`config.mk`:
```
export PLATFORM = sky130hd
export DESIGN_NAME = peak_hold_bank_flat
export DESIGN_NICKNAME = d
export VERILOG_FILES = /design/src/rtl/peak_hold_bank_if.sv /design/src/rtl/peak_hold_bank.sv /design/src/flat_wrapper.sv
export SDC_FILE = /design/constraint.sdc
export NUM_CORES = 1
export LEC_CHECK = 0
export ABC_AREA = 1
export CAP_MARGIN = 20
export CORE_ASPECT_RATIO = 1.2
export CORE_MARGIN = 2
export CORE_UTILIZATION = 55
export CTS_CLUSTER_SIZE = 8
export DETAILED_ROUTE_END_ITERATION = 8
export PLACE_DENSITY = 0.81
export SLEW_MARGIN = 40
export SYNTH_ARGS = -nofsm -noshare
export SYNTH_HDL_FRONTEND = slang
export SYNTH_SLANG_ARGS = --single-unit
```
`constraint.sdc`:
```
create_clock -name clock -period 2.5 [get_ports clock]
set_input_delay 0.625 -clock clock [delete_from_list [all_inputs] [get_ports clock]]
set_output_delay 0.625 -clock clock [all_outputs]
set_load 0.1 [all_outputs]
```
`src/rtl/peak_hold_bank_if.sv`:
```
// Bundle of the peak_hold_bank control, sample and display signals.
// master drives the level samples and strobes; slave is the peak-hold bank.
interface peak_hold_bank_if #(
  parameter int WIDTH    = 8,
  parameter int CHANNELS = 2
);
  logic                      enable;
  logic                      tick;
  logic [CHANNELS-1:0]       load;
  logic [CHANNELS*WIDTH-1:0] data_in;
  logic                      error;
  logic                      clear_error;
  logic [CHANNELS*WIDTH-1:0] data_out;
  logic [CHANNELS*WIDTH-1:0] peak_out;
  logic [CHANNELS-1:0]       holding;
  logic                      error_flag;

  modport master (
    output enable, tick, load, data_in, error, clear_error,
    input  data_out, peak_out, holding, error_flag
  );

  modport slave (
    input  enable, tick, load, data_in, error, clear_error,
    output data_out, peak_out, holding, error_flag
  );
endinterface

```
`src/rtl/peak_hold_bank.sv`:
```
// Multi-channel level register with per-channel peak hold and timed decay.
// Each channel keeps its last sample, a peak that is held for HOLD_TICKS
// decay ticks after a new maximum, then falls by DECAY_STEP per tick but
// never below the channel's current sample. A sticky error flag records
// upstream faults; while error is high every channel is frozen.
module peak_hold_bank #(
  parameter int              WIDTH       = 8,
  parameter int              CHANNELS    = 2,
  parameter int              HOLD_TICKS  = 16,
  parameter int              DECAY_STEP  = 1,
  parameter logic [WIDTH-1:0] RESET_VALUE = {WIDTH{1'b1}}
) (
  input  logic                clock,
  input  logic                reset,
  peak_hold_bank_if.slave     bus
);

  localparam int             CW        = $clog2(HOLD_TICKS + 1);
  localparam logic [CW-1:0]  HOLD_LOAD = CW'(HOLD_TICKS);

  logic [CHANNELS-1:0][WIDTH-1:0] sample_p0, sample_nxt;
  logic [CHANNELS-1:0][WIDTH-1:0] peak_p0, peak_nxt;
  logic [CHANNELS-1:0][CW-1:0]    cnt_p0, cnt_nxt;
  logic                           flag_p0, flag_nxt;
  logic                           upd;

  // Peak minus one decay step, clamped at zero instead of wrapping.
  function automatic logic [WIDTH-1:0] sat_sub(input logic [WIDTH-1:0] a);
    if (64'(a) >= 64'(DECAY_STEP))
      sat_sub = a - WIDTH'(DECAY_STEP);
    else
      sat_sub = '0;
  endfunction

  // Larger of two levels; used to stop decay at the live sample.
  function automatic logic [WIDTH-1:0] max_level(input logic [WIDTH-1:0] a,
                                                 input logic [WIDTH-1:0] b);
    max_level = (a > b) ? a : b;
  endfunction

  assign upd = bus.enable & ~bus.error;

  // Next sample/peak/hold-counter per channel and next sticky error flag.
  always_comb begin
    sample_nxt = sample_p0;
    peak_nxt   = peak_p0;
    cnt_nxt    = cnt_p0;
    for (int i = 0; i < CHANNELS; i++) begin
      if (upd) begin
        if (bus.load[i])
          sample_nxt[i] = bus.data_in[i*WIDTH +: WIDTH];
        // A new maximum restarts the hold and masks this cycle's tick.
        if (bus.load[i] && (bus.data_in[i*WIDTH +: WIDTH] >= peak_p0[i])) begin
          peak_nxt[i] = bus.data_in[i*WIDTH +: WIDTH];
          cnt_nxt[i]  = HOLD_LOAD;
        end else if (bus.tick) begin
          if (cnt_p0[i] != '0)
            cnt_nxt[i] = cnt_p0[i] - CW'(1);
          else
            // Floor is the post-edge sample so a same-cycle load is honoured.
            peak_nxt[i] = max_level(sat_sub(peak_p0[i]), sample_nxt[i]);
        end
      end
    end
    // Set has priority; clearing is not gated by enable.
    flag_nxt = flag_p0;
    if (bus.enable & bus.error)
      flag_nxt = 1'b1;
    else if (bus.clear_error & ~bus.error)
      flag_nxt = 1'b0;
  end

  // State register; reset loads the full-scale lamp-test pattern.
  always_ff @(posedge clock) begin
    if (!reset) begin
      sample_p0 <= {CHANNELS{RESET_VALUE}};
      peak_p0   <= {CHANNELS{RESET_VALUE}};
      cnt_p0    <= {CHANNELS{HOLD_LOAD}};
      flag_p0   <= 1'b0;
    end else begin
      sample_p0 <= sample_nxt;
      peak_p0   <= peak_nxt;
      cnt_p0    <= cnt_nxt;
      flag_p0   <= flag_nxt;
    end
  end

  // A channel is holding while its counter has ticks left.
  always_comb begin
    bus.holding = '0;
    for (int i = 0; i < CHANNELS; i++)
      bus.holding[i] = (cnt_p0[i] != '0);
  end

  assign bus.data_out   = sample_p0;
  assign bus.peak_out   = peak_p0;
  assign bus.error_flag = flag_p0;

endmodule

```
`src/flat_wrapper.sv`:
```
// flat-port wrapper written by rule: the top's interface ports become plain ports
module peak_hold_bank_flat 
#(
  parameter int              WIDTH       = 8,
  parameter int              CHANNELS    = 2,
  parameter int              HOLD_TICKS  = 16,
  parameter int              DECAY_STEP  = 1,
  parameter logic [WIDTH-1:0] RESET_VALUE = {WIDTH{1'b1}}
)
  (clock, reset, bus_enable, bus_tick, bus_load, bus_data_in, bus_error, bus_clear_error, bus_data_out, bus_peak_out, bus_holding, bus_error_flag);
  peak_hold_bank_if #(.WIDTH(WIDTH), .CHANNELS(CHANNELS)) bus_i ();
  input  logic clock;
  input  logic reset;
  input wire logic [$bits(bus_i.enable)-1:0] bus_enable;
  input wire logic [$bits(bus_i.tick)-1:0] bus_tick;
  input wire logic [$bits(bus_i.load)-1:0] bus_load;
  input wire logic [$bits(bus_i.data_in)-1:0] bus_data_in;
  input wire logic [$bits(bus_i.error)-1:0] bus_error;
  input wire logic [$bits(bus_i.clear_error)-1:0] bus_clear_error;
  output wire logic [$bits(bus_i.data_out)-1:0] bus_data_out;
  output wire logic [$bits(bus_i.peak_out)-1:0] bus_peak_out;
  output wire logic [$bits(bus_i.holding)-1:0] bus_holding;
  output wire logic [$bits(bus_i.error_flag)-1:0] bus_error_flag;
  assign bus_i.enable = bus_enable;
  assign bus_i.tick = bus_tick;
  assign bus_i.load = bus_load;
  assign bus_i.data_in = bus_data_in;
  assign bus_i.error = bus_error;
  assign bus_i.clear_error = bus_clear_error;
  assign bus_data_out = bus_i.data_out;
  assign bus_peak_out = bus_i.peak_out;
  assign bus_holding = bus_i.holding;
  assign bus_error_flag = bus_i.error_flag;
  peak_hold_bank #(.WIDTH(WIDTH), .CHANNELS(CHANNELS), .HOLD_TICKS(HOLD_TICKS), .DECAY_STEP(DECAY_STEP), .RESET_VALUE(RESET_VALUE)) u_core (.clock(clock), .reset(reset), .bus(bus_i));
endmodule
```
## Yosys cells after proc, flatten, opt, wreduce, memory -nomap -nowiden

Cells that the tools add are included.

- Register bits: 43
- Input bits: 24
- Output and inout port bits: 35
- Word-level logic and storage cells: 66

- $add $sub $neg: 4
- $lt $le $gt $ge: 6
- Equality and inequality tests: 2
- Muxes and demuxes: 30
- Bitwise gates (word level): 4
- Reduce and logical (&&, ||, !) cells: 13

Operators by type and width:

| operator | count |
|---|---|
| two-way mux 8 bit | 22 |
| two-way mux 5 bit | 6 |
| >= comparator 8 x 1 -> 1 bit (second input constant) | 2 |
| >= comparator 8 bit | 2 |
| greater-than comparator 8 bit | 2 |
| subtractor 8 x 1 -> 8 bit (second input constant) | 2 |
| AND reduction 3 bit | 4 |
| nonzero test 2 bit | 5 |
| nonzero test 5 bit | 2 |
| subtractor 5 x 1 -> 5 bit (second input constant) | 2 |
| inequality test 2 x 1 -> 1 bit (second input constant) | 2 |
| bitwise AND 1 bit | 3 |
| logical AND 1 bit | 2 |
| two-way mux 1 bit | 2 |
| inverter 1 bit | 1 |

## Logic depth before layout (Yosys ltp)

Gate-level depths: netlist (run 1).

- Word-level depth: 11
- Depth in mapped cells: 20
- Depth with buffers taken out: 20

## Worst setup path before layout (run 1)

Ideal clock, no wire load.

- Path type: register -> register
- From: register u_core.peak_p0, in the netlist u_core.bus.peak_out[9]
- To: register u_core.peak_p0, in the netlist u_core.bus.peak_out[13]
- Setup time: 0.112 ns
- Arrival: 2.867 ns
- Data required time: 2.388 ns
- Slack: -0.479 ns
- Stages on the path, launching flop included: 17
- Path buffers: 0
- Period minus slack after synthesis: 2.979 ns
- Cells stage by stage: dfxtp_1 inv_1 ha_1 nor2_1 inv_1 nor3_2 nor2_2 ha_1 nand2_1 nor2_1 nand2_1 nand2_2 nand2_2 nand2_1 nand3_1 nand2_1 nand2_1

- Longest elaborated chain between the ends: 11
- Elaborated cells on any way between the ends: 17
- Those cells by class: add/sub: 1; order compare: 3; eq/ne: 1; mux: 9; reduce/logical: 3

Ends and longest elaborated chain:

| item | RTL line | text |
|---|---|---|
| start, declared | peak_hold_bank.sv:22 | `logic [CHANNELS-1:0][WIDTH-1:0] peak_p0, peak_nxt;` |
| start signal, assigned | peak_hold_bank.sv:77 | `peak_p0 <= {CHANNELS{RESET_VALUE}};` |
| start signal, assigned | peak_hold_bank.sv:82 | `peak_p0 <= peak_nxt;` |
| subtractor 8 x 1 -> 8 bit or >= comparator 8 x 1 -> 1 bit (tied branches) | peak_hold_bank.sv:30, peak_hold_bank.sv:29 |  |
| two-way mux 8 bit | peak_hold_bank.sv:29 | `if (64'(a) >= 64'(DECAY_STEP))` |
| two-way mux 8 bit | peak_hold_bank.sv:57 | `if (cnt_p0[i] != '0)` |
| two-way mux 8 bit | peak_hold_bank.sv:56 | `end else if (bus.tick) begin` |
| two-way mux 8 bit | peak_hold_bank.sv:53 | `if (bus.load[i] && (bus.data_in[i*WIDTH +: WIDTH] >= peak_p0[i])) begin` |
| two-way mux 8 bit | peak_hold_bank.sv:49 | `if (upd) begin` |
| greater-than comparator 8 bit | peak_hold_bank.sv:38 | `max_level = (a > b) ? a : b;` |
| two-way mux 8 bit | peak_hold_bank.sv:38 |  |
| two-way mux 8 bit | peak_hold_bank.sv:57 |  |
| two-way mux 8 bit | peak_hold_bank.sv:56 |  |
| two-way mux 8 bit | peak_hold_bank.sv:53 |  |

Parallel ways exist; a longest one is shown, timed or not. The select of a mux whose other input is x is not followed.
A chain may end at the register's enable or synchronous reset.

## Worst setup path after layout (run 1)

Ends and elaborated chain as after synthesis.

==> reports/metrics.cfg, run 1 <==
[sta]
finalHoldViolations=0
max_freq_mhz=410
worst_pin_slew_ns=0.788
post-route-period-util_pct=97.7
slew_headroom_pct=47.4
rsz0062_at_grt=true
min_period_ns=2.44
slew_violations=0
hold_ws_ns=0.480
setup_viol=0
skew_ns=0.00770

[synth]
synth_top_cell_by_area=dfxtp_1
ys_top_cells_by_area=dfxtp_1 (23%), nand2_1 (17%), ha_1 (13%)
yosys.area.top_type_share_pct=22.8
syn_area_mm2=0.00378
ys_ff_latch=43
synth.avg_cell_area_um2=6.18
syn_inst=611
synth_edf_count=0
async_flop_share_pct=0
synth.net_count=675
ys_warn_count=0
ys_seq_area_share_pct=22.8
synthFlopType=dfxtp_1
synth_cell_types=32

[floorplan]
ioPinCount=59
die_h_um=94.8
core_area_mm2=0.00673
fp.dieW_um=79.7
die-area_mm2=0.00755
row_count=33
initial_core_util_pct=56.1

[worst_setup_path]
path_class=flop to flop
cp_data_required_time_ns=2.70
crit_fanout=4
end_kind=flop
critPathLaunchType=flop
cp.arrival_ns=2.64

[final_layout]
synthToLayoutAreaGrowth_pct=34.3
diodes=0
fill_cells=537
fin_area_mm2=0.00507
nNetsFinal=779
fin_util_pct=75.4
final_common_cell=nand2_1
layout_common_cells=nand2_1 (161), inv_1 (93), nand3_1 (85)
drive_gt1_share_pct=24.2

[placement]
portBuffers=58
dpl_cell_area_mm2=0.00470
hpwl_mm=8.30
gp_congestion=0.916

[cts]
htreeDepth=2
cts_made_buffers=5
cts_tree=yes
clockRootBuffer=clkbuf_8
path_clk_slew_ns=0.09
clockBufferDepth=2
clock_sinks=43
clock_latency_ns=0.30

[global_routing]
grt_max_degree=31
gr-usage-met2_pct=54.6
grt_first_pass_wirelength_mm=17.0
first_global_vias=3950
grt_util_met1_pct=29.4
grt_use_met3_pct=3.25
grt_antenna_before_repair=0
track_usage_pct=28.4
top_usage_layer=met2
gr-total-overflow=0

[pwr]
vdd_drop_max_uv=268
p_leak_uw=0.00277
p_per_area_mw_per_mm2=423

[worst_hold_path]
hp-class=flop to flop

[detailed_routing]
drt_iter0_drc=246
first_pass_iters=5
via_per_inst=5.37
drc=0
vias=4312
wl_per_cell_um=13.7
drt.antenna.violating_nets=0
wirelength_mm=11.0

[flow_run]
max-cap-violations=0

[outcome]
status=finished clean

[layer usage]
| layer | vias to the layer above | wire length [um] |
|---|---|---|
| met5 | - | 0 |
| met3 | 34 | 399 |
| met1 | 1971 | 4390 |
| met2 | 132 | 5770 |
| met4 | 0 | 417 |
| li1 | 2175 | - |
[synth_stat cells (2+ instances only)]
library cell,count
nand4_2,3
nor2_1,41
o21ai_0,32
xnor2_1,4
nor2_4,3
nor3_1,2
nor2_2,6
a21oi_1,38
buf_6,2
nand3_1,86
o21a_1,3
clkbuf_1,5
ha_1,40
inv_1,99
buf_4,2
xor2_1,5
nand2_2,10
a21boi_0,2
nand4_1,2
dfxtp_1,43
o21ai_1,2
buf_1,2
nand2_1,167
buf_2,4
[kinds of logic (layout without fill, tap and decap cells)]
logic type	after synthesis	after routing	share of synthesized area [%]
compound gates	78	78	10.7
xor+xnor	9	9	2.09
fa+ha+maj	40	40	13.2
buf+inv	115	218	12.2
flops	43	43	22.8
simple gates	326	328	39.0
[metrics by stage]
| step | power [uW] | worst slack, ns | instances | setup TNS (ns) |
|---|---|---|---|---|
| floorplan | 1270 | 0.0172 | 611 | 0 |
| global placement | 1480 | -0.312 | 786 | -3.93 |
| detailed placement | 1500 | -0.354 | 786 | -5.52 |
| CTS | 2070 | 0.0135 | 794 | 0 |
| global route | 2260 | -0.0244 | 803 | -0.146 |
| finish | 2150 | 0.0582 | 803 | 0 |
[path summary, 6_finish.rpt]
kind                            cells after the start                 endpoint  slack (ns)                    from
worst max-delay path                               15  u_core.bus.peak_out[13]        0.06  u_core.bus.peak_out[9]
worst min-delay path                                1         u_core.cnt_p0[5]        0.48        u_core.cnt_p0[5]
worst max register to register                     15  u_core.bus.peak_out[13]        0.06  u_core.bus.peak_out[9]
worst min register to register                      1         u_core.cnt_p0[5]        0.48        u_core.cnt_p0[5]
[cell type report]
class                      instances  area [um^2]  share of cell area [%]
clock inverter                     3         43.8                   0.863
inverter                         100          375                    7.40
sequential                        43          887                    17.5
clock buffer                       5         68.8                    1.36
timing repair buffer             110          943                    18.6
multi-input combinational        455         2650                    52.2
tap                               87          109                    2.14
[critical path, cell delays in order, from the launching register on]
cell and delay, ns:
dfxtp_4 0.38, inv_2 0.06, ha_2 0.19, nor2_2 0.13
inv_2 0.06, nor3_4 0.20, nor2_2 0.09, ha_1 0.32
nand2_2 0.08, nor2_4 0.16, buf_4 0.14, nand4_2 0.15
nand3_1 0.13, nand3_1 0.10, nand2_1 0.10, nand2_1 0.05
[sequential cells by signal (all words and copies together), names as in the netlist]
register               count
u_core.bus.data_out       16
u_core.bus.error_flag      1
u_core.cnt_p0             10
u_core.bus.peak_out       16
[repair_timing]
item	CTS	global route
cloned	0	3
buffers inserted	0	6
hold buffers	0	0
resized for setup	9	53
pin swaps	1	15
setup endpoints to repair	8	16
[report_power, final]
part,internal (uW),leakage [uW],switching (uW)
logic,308,0.00237,530
clock network,298,0.0000581,264
registers,716,0.000346,32.3
total,1320,0.00277,826
No activity file was read; power rests on OpenSTA's default activity.
==> inputs of run 2 (changes only) <==
Settings changed: SLEW_MARGIN 40 to 20.
==> results of run 2 <==
Same layout as run 1: the final DEF is identical, and so are final timing and power.
==> inputs of run 3 (changes only) <==
Settings changed: GPL_ROUTABILITY_DRIVEN set to 0, GPL_TIMING_DRIVEN set to 0.
==> run 3 against run 2 <==
Power decreased by 0.74%. Register-to-register slack improved by 0.04 ns. Worst setup slack got worse by 0.039 ns. Non-clock buffer count decreased by 30. Clock-buffer cell count increased by 1. Clock skew decreased by 0.00094 ns. Final cell count decreased by 3.7%. Wire length about the same. Critical endpoint is now bus_data_out[1].
==> reports/metrics.cfg, run 3 (synthesis gave the netlist of run 1 again) <==
[outcome]
status=finished clean

[floorplan]
ioPinCount=59
core_area_mm2=0.00673
fp.dieW_um=79.7
die-area_mm2=0.00755
initial_core_util_pct=56.1
row_count=33
die_h_um=94.8

[placement]
hpwl_mm=8.21
portBuffers=58
preCtsSetupSlack_ns=-0.556

[worst_setup_path]
end_kind=output port
critPathLaunchType=flop
cp.depth=1
path_class=flop to output port
cpPeakStageDelay_ns=1.16
crit_buf_inv=1
reg2regPathDepth=17
cp.arrival_ns=1.86
r2r-start=u_core.bus.peak_out[8]
path_cells=clkdlybuf4s50_1
slowest_stage=clkdlybuf4s50_1
worstReg2RegEnd=u_core.bus.peak_out[11]
crit_fanout=3
cp_data_required_time_ns=1.88
critical_path.top_delay_family=buffers and inverters
regToRegSetupSlack_ns=0.10

[final_layout]
drive_gt1_share_pct=13.1
synthToLayoutAreaGrowth_pct=28.5
final_common_cell=nand2_1
diodes=0
nNetsFinal=749
layout_common_cells=nand2_1 (164), inv_1 (94), nand3_1 (86)

[global_routing]
grt_antenna_before_repair=0
track_usage_pct=28.9
grt_max_degree=15
grt_first_pass_wirelength_mm=17.4
first_global_vias=4058
gr-total-overflow=0

[pwr]
vdd_drop_max_uv=313
seq_power_share_pct=35.1
p_sw_share_pct=38.1
power.internal_uw=1320
power.share.clock_pct=29.5
p_per_area_mw_per_mm2=439
power_switching_uw=812
p_total_uw=2130
combPwrFrac_pct=35.4
p_leak_uw=0.00255

[detailed_routing]
via_per_inst=5.41
vias=4182
wl_per_cell_um=14.2
drt.antenna.violating_nets=0
drt_iter0_drc=192
first_pass_iters=6
wirelength_mm=11.0
drc=0

[sta]
post-route-period-util_pct=99.2
slew_headroom_pct=34.3
fin_ws_ns=0.0192
min_period_ns=2.48
worst_pin_slew_ns=0.982
skew_ns=0.00676
setup_viol=0
slew_violations=0
finalHoldViolations=0
tns_ns=0
max_freq_mhz=403

[cts]
path_clk_slew_ns=0.09
cts_tree=yes
clockRootBuffer=clkbuf_8
clockBufferDepth=2
clock_latency_ns=0.31
clock_sinks=43
cts_made_buffers=5
cts.hold.buffers_added=0
htreeDepth=2

[worst_hold_path]
hp-start=u_core.cnt_p0[5]
worstHoldPathCells=1
hp-class=flop to flop
hold_path_end=u_core.cnt_p0[5]

[flow_run]
max-cap-violations=0

## run 3: cell count changes in the layout (fill, tap and decap cells not counted), moves of 5 or more
cell,before,now
nor2_1,29,34
nor2_2,15,10
clkbuf_1,0,5
buf_4,81,12
dlymetal6s2s_1,1,6
clkdlybuf4s50_1,22,45
## run 3: how the worst max path moves through the flow
stage                             endpoint  slack [ns]               startpoint
floorplan           u_core.bus.peak_out[5]        0.02   u_core.bus.peak_out[1]
global placement    u_core.bus.peak_out[0]       -0.47              bus_load[0]
detailed placement  u_core.bus.peak_out[0]       -0.56              bus_load[0]
CTS                       bus_peak_out[10]       0.001  u_core.bus.peak_out[10]
global route        u_core.bus.peak_out[0]       -0.04              bus_load[0]
finish                     bus_data_out[1]        0.02   u_core.bus.data_out[1]
## run 3: area by class of cell
type / instances / area, um^2
multi-input combinational: 455 / 2620
fill: 570 / 1870
sequential: 43 / 890
timing repair buffer: 65 / 639
inverter: 100 / 378
tap: 87 / 109
clock buffer: 6 / 93.8
buffer: 15 / 93.8
clock inverter: 2 / 37.5
## run 3: power groups by stage
stage	clock, uW	combinational, uW	sequential [uW]
after floorplan	0	355	917
after global placement	0	671	761
after detailed placement	0	688	762
after CTS	629	706	747
after global routing	656	822	752
final	629	755	748
## run 3: repair_timing
item	4_1_cts	5_1_grt
buffers inserted	5	2
pin swaps	3	13
endpoints found under the hold margin	0	0
setup endpoints to repair	21	22
gates cloned	0	2
resized for setup	25	42
## run 3: routing by layer
metal / vias up / part of all wire (%) / GRT usage (%)
li1: 2112 / - / -
met1: 1910 / 38 / 28.9
met2: 123 / 54 / 56.3
met3: 37 / 3.8 / 3.25
met4: 0 / 4.3 / 16.8
met5: - / 0 / 0
## run 3: through the flow
stage / area (um^2) / std cells / hold WS (ns) / utilization, %
after floorplan: 3800 / 611 / 0.426 / -
after global placement: 4490 / 756 / 0.462 / 66.8
after detailed placement: 4490 / 756 / 0.465 / 66.8
after CTS: 4700 / 769 / 0.479 / 69.8
after global routing: 4860 / 773 / 0.512 / 72.2
final: 4860 / 773 / 0.483 / 72.2
